File: config.mk
export PLATFORM = sky130hd
export DESIGN_NAME = pipeline_stage_hs
export DESIGN_NICKNAME = d
export VERILOG_FILES = /design/src/rtl/pipe_pkg.sv /design/src/rtl/pipe_payload_reg.sv /design/src/rtl/pipeline_stage_hs.sv
export SDC_FILE = /design/constraint.sdc
export NUM_CORES = 1
export LEC_CHECK = 0
export BUFFER_PORTS_ARGS = -buffer_cell sky130_fd_sc_hd__buf_2
export CAP_MARGIN = 0
export CORE_ASPECT_RATIO = 1.5
export CORE_UTILIZATION = 43
export DETAILED_ROUTE_END_ITERATION = 7
export GPL_ROUTABILITY_DRIVEN = 1
export PLACE_DENSITY = 0.87
export SYNTH_ARGS = -nofsm -noshare
export SYNTH_HDL_FRONTEND = slang
export SYNTH_SLANG_ARGS = --single-unit
File: constraint.sdc
create_clock -name clk -period 1.8 [get_ports clk]
set_input_delay 0.45 -clock clk [delete_from_list [all_inputs] [get_ports clk]]
set_output_delay 0.45 -clock clk [all_outputs]
set_load 0.01 [all_outputs]
File: src/rtl/pipe_pkg.sv
// rtl/pipe_pkg.sv - shared widths, NOP control word and register-field helper for pipeline_stage_hs
package pipe_pkg;

    localparam int CTRL_W_D = 22;
    localparam int RNUM_W_D = 3;
    localparam int IMM_W_D  = 16;

    localparam logic [CTRL_W_D-1:0] CTRL_NOP = '0;

    // Pull register-number field k (w bits wide) out of a packed field bus.
    function automatic logic [7:0] rnum_field(input logic [63:0] bus, input int k, input int w);
        logic [63:0] s;
        s = (bus >> (k * w)) & ((64'd1 << w) - 64'd1);
        return s[7:0];
    endfunction

endpackage

File: src/rtl/pipe_payload_reg.sv
// rtl/pipe_payload_reg.sv - enabled payload register with synchronous clear
module pipe_payload_reg #(
    parameter int W = 8
) (
    input  logic         clk,
    input  logic         clr,
    input  logic         en,
    input  logic [W-1:0] d,
    output logic [W-1:0] q
);

    always_ff @(posedge clk) begin
        if (clr) begin
            q <= '0;
        end else if (en) begin
            q <= d;
        end
    end

endmodule

File: src/rtl/pipeline_stage_hs.sv
// rtl/pipeline_stage_hs.sv - handshaked instruction pipeline stage; PIPE_SKID_EN adds a skid entry and a registered in_ready
module pipeline_stage_hs
    import pipe_pkg::*;
#(
    parameter int CTRL_W = CTRL_W_D,
    parameter int RNUM_W = RNUM_W_D,
    parameter int NUM_RF = 3,
    parameter int IMM_W  = IMM_W_D,
    parameter int CNT_W  = 16
) (
    input  logic                     clk,
    input  logic                     rst,
    input  logic                     in_valid,
    output logic                     in_ready,
    input  logic [CTRL_W-1:0]        ctrl_in,
    input  logic [NUM_RF*RNUM_W-1:0] rnum_in,
    input  logic [IMM_W-1:0]         imm_in,
    input  logic                     flush,
    output logic                     out_valid,
    input  logic                     out_ready,
    output logic [CTRL_W-1:0]        ctrl_out,
    output logic [NUM_RF*RNUM_W-1:0] rnum_out,
    output logic [IMM_W-1:0]         imm_out,
    output logic [CNT_W-1:0]         stall_cnt
);

    localparam int RN_W = NUM_RF * RNUM_W;
    localparam int P_W  = CTRL_W + RN_W + IMM_W;
    localparam logic [CNT_W-1:0] CNT_MAX = '1;

    logic [P_W-1:0] in_word;
    logic [P_W-1:0] main_d;
    logic [P_W-1:0] main_q;
    logic           main_en;
    logic           valid_q;
    logic           accept;
    logic           emit;

    assign in_word = {ctrl_in, rnum_in, imm_in};
    assign accept  = in_valid & in_ready;
    assign emit    = valid_q & out_ready;

`ifdef PIPE_SKID_EN
    logic           skid_full;
    logic           skid_en;
    logic           main_free;
    logic [P_W-1:0] skid_q;

    // in_ready depends only on the skid flop, never on out_ready.
    assign in_ready  = !skid_full;
    assign main_free = !valid_q | out_ready;

    always_comb begin
        main_en = 1'b0;
        main_d  = in_word;
        skid_en = 1'b0;
        if (!flush) begin
            if (skid_full && emit) begin
                main_en = 1'b1;
                main_d  = skid_q;
            end else if (accept && main_free) begin
                main_en = 1'b1;
            end else if (accept) begin
                skid_en = 1'b1;
            end
        end
    end

    always_ff @(posedge clk) begin
        if (rst || flush) begin
            valid_q   <= 1'b0;
            skid_full <= 1'b0;
        end else begin
            if (skid_full && emit) begin
                skid_full <= 1'b0;
            end else if (accept && !main_free) begin
                skid_full <= 1'b1;
            end
            if (accept && main_free) begin
                valid_q <= 1'b1;
            end else if (emit && !skid_full) begin
                valid_q <= 1'b0;
            end
        end
    end

    pipe_payload_reg #(.W(P_W)) u_skid (
        .clk (clk),
        .clr (rst),
        .en  (skid_en),
        .d   (in_word),
        .q   (skid_q)
    );
`else
    assign in_ready = !valid_q | out_ready;

    always_comb begin
        main_d  = in_word;
        main_en = accept & !flush;
    end

    always_ff @(posedge clk) begin
        if (rst || flush) begin
            valid_q <= 1'b0;
        end else if (accept) begin
            valid_q <= 1'b1;
        end else if (emit) begin
            valid_q <= 1'b0;
        end
    end
`endif

    pipe_payload_reg #(.W(P_W)) u_main (
        .clk (clk),
        .clr (rst),
        .en  (main_en),
        .d   (main_d),
        .q   (main_q)
    );

    always_ff @(posedge clk) begin
        if (rst) begin
            stall_cnt <= '0;
        end else if (valid_q && !out_ready && stall_cnt != CNT_MAX) begin
            stall_cnt <= stall_cnt + 1'b1;
        end
    end

    assign out_valid = valid_q;
    assign ctrl_out  = valid_q ? main_q[P_W-1 -: CTRL_W] : CTRL_W'(CTRL_NOP);
    assign rnum_out  = main_q[IMM_W +: RN_W];
    assign imm_out   = main_q[IMM_W-1:0];

endmodule

Yosys cells after proc, flatten, opt, wreduce, memory -nomap -nowiden. Cells that the tools add are included.

Memory bits (read-only): 0. Register bits after elaboration: 64. Output and inout bits: 65. Memories: 0. Latch bits: 0. RAM bits: 0. Word-level logic and storage cells: 19. Bits of input ports: 52.

Reduce and logical (&&, ||, !) cells: 7. Multipliers: 0. Divide/modulo/power cells: 0. Shift-type cells: 0. Add/subtract/negate cells: 1. Multiplexer cells: 3. Magnitude comparators: 0. Bitwise operators: 4. Equality and inequality tests: 1.

Operators with widths (number): 22-bit 2-to-1 mux (1); 16-bit by 1-bit adder with 16-bit output, second input constant (1); 16-bit != test, second input constant (1); 1-bit AND (3); 1-bit zero test (3); 1-bit logical AND (2); 1-bit 2-to-1 mux (2); 2-bit nonzero test (1); 1-bit logical OR (1); 1-bit OR (1).

Depth between registers and ports, before layout.
Word-level depth: 4. Mapped depth: 7. Mapped depth without buffers: 5.

By module. A second synthesis with hierarchy kept.

Cells, all modules: 276. Area total of the unflattened synthesis: 2741.4 µm².

Modules (own cells, without submodules): pipe_payload_reg (times used 1, area an instance 1686.6 µm², cells an instance 151); pipeline_stage_hs (times used 1, area an instance 1054.8 µm², cells an instance 125).

Least setup slack after synthesis. Ideal clock, no wire load.

Path type: flip-flop to flip-flop. Start point: reg stall_cnt[2]. End point: reg stall_cnt[15]. Stages on the path, launching flop included: 5. Setup slack: 0 ps. Arrival time: 1677 ps. Setup time: 123 ps. Period minus slack after synthesis: 1800 ps. Data required time: 1677 ps. Path buffers: 0. Cell sequence: dfxtp_1 nand3_2 or3_4 a2111oi_4 mux2_1.

Cells in the longest elaborated chain, start to end: 2. Elaborated cells between the ends (all ways): 3. Classes of those cells: add/sub (1); eq/ne (1); reduce/logical (1).

RTL lines: from (decl) (line pipeline_stage_hs.sv:24) `output logic [CNT_W-1:0] stall_cnt`; from (signal assigned) (line pipeline_stage_hs.sv:125) `stall_cnt <= stall_cnt + 1'b1;`; parallel branches: the longest is 2 deep, another holds 16-bit by 1-bit adder with 16-bit output.

Several ways; the timed one is not identified. A chain may end at the register's enable or synchronous reset.

Final worst setup path.
Start point: reg stall_cnt[1]. End point: reg stall_cnt[15].

Same word-level chain as after synthesis.

==> summary.md <==
| Metric | Value |
|---|---|
| Diode count | `0` |
| Layout cell share with drive strength beyond 1 | `between 30% and 40%` |
| Nets | `slightly above 500` |
| Tmin final | `~1.7 ns` |
| GPL Wtd Cong | `0.8510` |
| Pwr dens | `806.3 nW/µm²` |
| Final Setup Violations | `0` |
| Initial antenna violation count | `0` |
| Cells after Synth | `360` |
| GRT overflow | `0` |
| Antenna viol nets, final | `0` |
| Commonest cells post-synth | `nand2_1, dfxtp_1, a21oi_1` |
| WP data required | `roughly 2 ns` |
| Sequential cell area fraction in the yosys report | `45.23%` |
| Io pins | `approximately 120` |
| Synth top area share | `a little under half` |
| Critical path peak fanout | `5` |
| Total power | `a little under 3000 µW` |
| Slew @ Worst Pin | `between 0.4 and 0.5 ns` |
| TritonCTS clock tree | `done` |
| Cell taking the most area after synthesis | `dfxtp_1` |
| Core Area | `6262 µm²` |
| Gr usage total | `19.85%` |
| Pins Over Slew Limit | `0` |
| Initial core utilization | `a little under half` |
| Main synth FF type | `dfxtp_1` |
| P&R area growth vs syn | `27.87%` |
| Clk root buf | `clkbuf_8` |
| Die Ht | `101.4 µm` |
| Yosys reg bits | `64` |
| Fin Setup TNS | `0 ns` |
| Clk Latency, worst-skew pair | `about 0.33 ns` |
| LEAKAGE | `between 0.0015 and 0.002 µW` |
| Placed Area | `3420 µm²` |
| Rel. slew slack | `72.17%` |
| Signal arrival time at the worst endpoint | `approximately 1.9 ns` |
| CP Capture Type | `register` |
| Clock Tree Buf Depth | `2` |
| DRT Pass-1 Iters | `4` |
| Crit share post-route | `95.10%` |
| # rows | `35` |
| Max Cap Viol | `0` |
| EDFF count, synth | `0` |
| Syn avg cell area | `slightly below 8 µm²` |
| Fmax achieved | `0.5842 GHz` |
| Worst vdd ir | `between 0.0004 and 0.0005 V` |
| Most frequent cell after synthesis | `nand2_1` |
| Largest net degree at the start of global routing | `48` |
| CTS buffer count | `9` |
| Synth Net Count | `413` |
| Clk slew on worst S/H paths | `approximately 0.070 ns` |
| Hold buffer count at cts | `0` |
| Unique masters post-synth | `39` |
| Die width | `just under 70 µm` |
| Drt via density | `between 5 and 6` |
| Clock skew | `0.007332 ns` |
| Hold Path Class | `in2reg` |
| Critical Path Start Type | `register` |
| Post-synth ARST share | `0%` |
| Full die area | `about 7000 µm²` |
| Starting DRC count in detailed routing | `between 100 and 150` |
| DRC | `0` |
| Global-route wire length before repair | `between 10000 and 15000 µm` |
| Via count | `2743` |
| IO buf count | `116` |
| Sink count of the clock tree | `64` |
| Vias in the first global route | `roughly 2500` |
| Mapped cell area | `approximately 2800 µm²` |
| RSZ-0062 raised after global routing | `false` |
| Yosys Warn Count | `0` |
| Avg WL per Cell | `12.15 µm` |
| Synth area leaders | `dfxtp_1, nand2_1, a21oi_1` |
| H-tree Lvls | `3` |
| Fin area | `3622 µm²` |
| Routed WL | `about 6600 µm` |
| Status | `completed` |
| Fin. Hold Viols | `0` |
| WS Path Type | `reg2reg` |
| Dpl hpwl | `~4700 µm` |
## metrics by stage
| step | hold slack, ns | util, % | worst slack, ns | std cells |
|---|---|---|---|---|
| 2_1_floorplan | 0.4317 | - | 0.00004219 | 360 |
| 3_3_place_gp | 0.4382 | 54.61 | -0.06584 | 526 |
| 3_5_place_dp | 0.4417 | 54.61 | -0.1003 | 526 |
| 4_1_cts | 0.3053 | 57.58 | 0.01912 | 541 |
| 5_1_grt | 0.2984 | 57.84 | 0.01298 | 541 |
| 6_report | 0.3154 | 57.84 | 0.08823 | 541 |
## timing repair
| item | in CTS | in global routing |
|---|---|---|
| hold endpoints to repair | 0 | 0 |
| buffers inserted | 0 | 0 |
| gates resized for setup | 0 | 6 |
| setup endpoints to repair | 0 | 25 |
## registers in the layout, summed over array words and instances, names as in the netlist
register   count
out_valid      1
stall_cnt     16
u_main.q      47
## where the power goes
group	internal, µW	total, µW	switching (µW)	leakage (µW)
Sequential	1470	1490	23.4	0.000523
Clock	663	1170	511	0.0000989
Combinational	115	256	141	0.00102
## cells in the final DEF (no fill, tap or decap), drive strengths merged, types with 4 or more instances in the layout
cell type,Yosys,layout
a21oi,54,54
and2,22,22
buf,34,137
clkbuf,11,11
dfxtp,64,64
mux2,4,4
nand2,99,99
nand4,4,4
nor2,15,15
nor3,9,9
o21ai,5,5
or3,4,4
## layer usage
| metal | vias up | routed length (µm) | track usage [%] |
|---|---|---|---|
| met1 | 1247 | 2649 | 19.64 |
| met3 | 18 | 346 | 5.293 |
| met4 | 0 | 180 | 10.26 |
| met2 | 99 | 3397 | 36.27 |
| li1 | 1379 | - | - |
| met5 | - | 0 | 0 |
## cell type report
type	count	area, µm²
fill	569	2640
sequential	64	1285
multi-input combinational	248	1280
timing repair buffer	137	767.0
clock buffer	11	141.4
tap	74	92.59
clock inverter	4	45.04
inverter	3	11.26
## critical path: stages, from the launching register on
cell       delay [ns]
dfxtp_1          0.40
nand4b_1         0.17
or3_4            0.39
a2111oi_4        0.29
mux2_1           0.35
## path summary, 6_finish.rpt
kind | startpoint | cells after the start | to | slack [ns]
worst max-delay path | stall_cnt[1] | 4 | stall_cnt[15] | 0.09
worst min-delay path | flush | 2 | out_valid | 0.32
worst max register to register | stall_cnt[1] | 4 | stall_cnt[15] | 0.09
worst min register to register | u_main.q[44] | 2 | u_main.q[44] | 0.45
## kinds of logic (layout without fill, tap and decap cells)
kind of cell	after synthesis	count (layout)	share of synthesized area, %
flip-flops	64	64	45.23
adder cells (fa/ha/maj)	1	1	0.4416
AO/OA/AOI/OAI	68	68	13.65
buffers and inverters	48	155	10.07
AND/OR/NAND/NOR	174	174	28.71
multiplexers	4	4	1.590
XOR/XNOR	1	1	0.3092
Power figures use the tool's default switching activity.
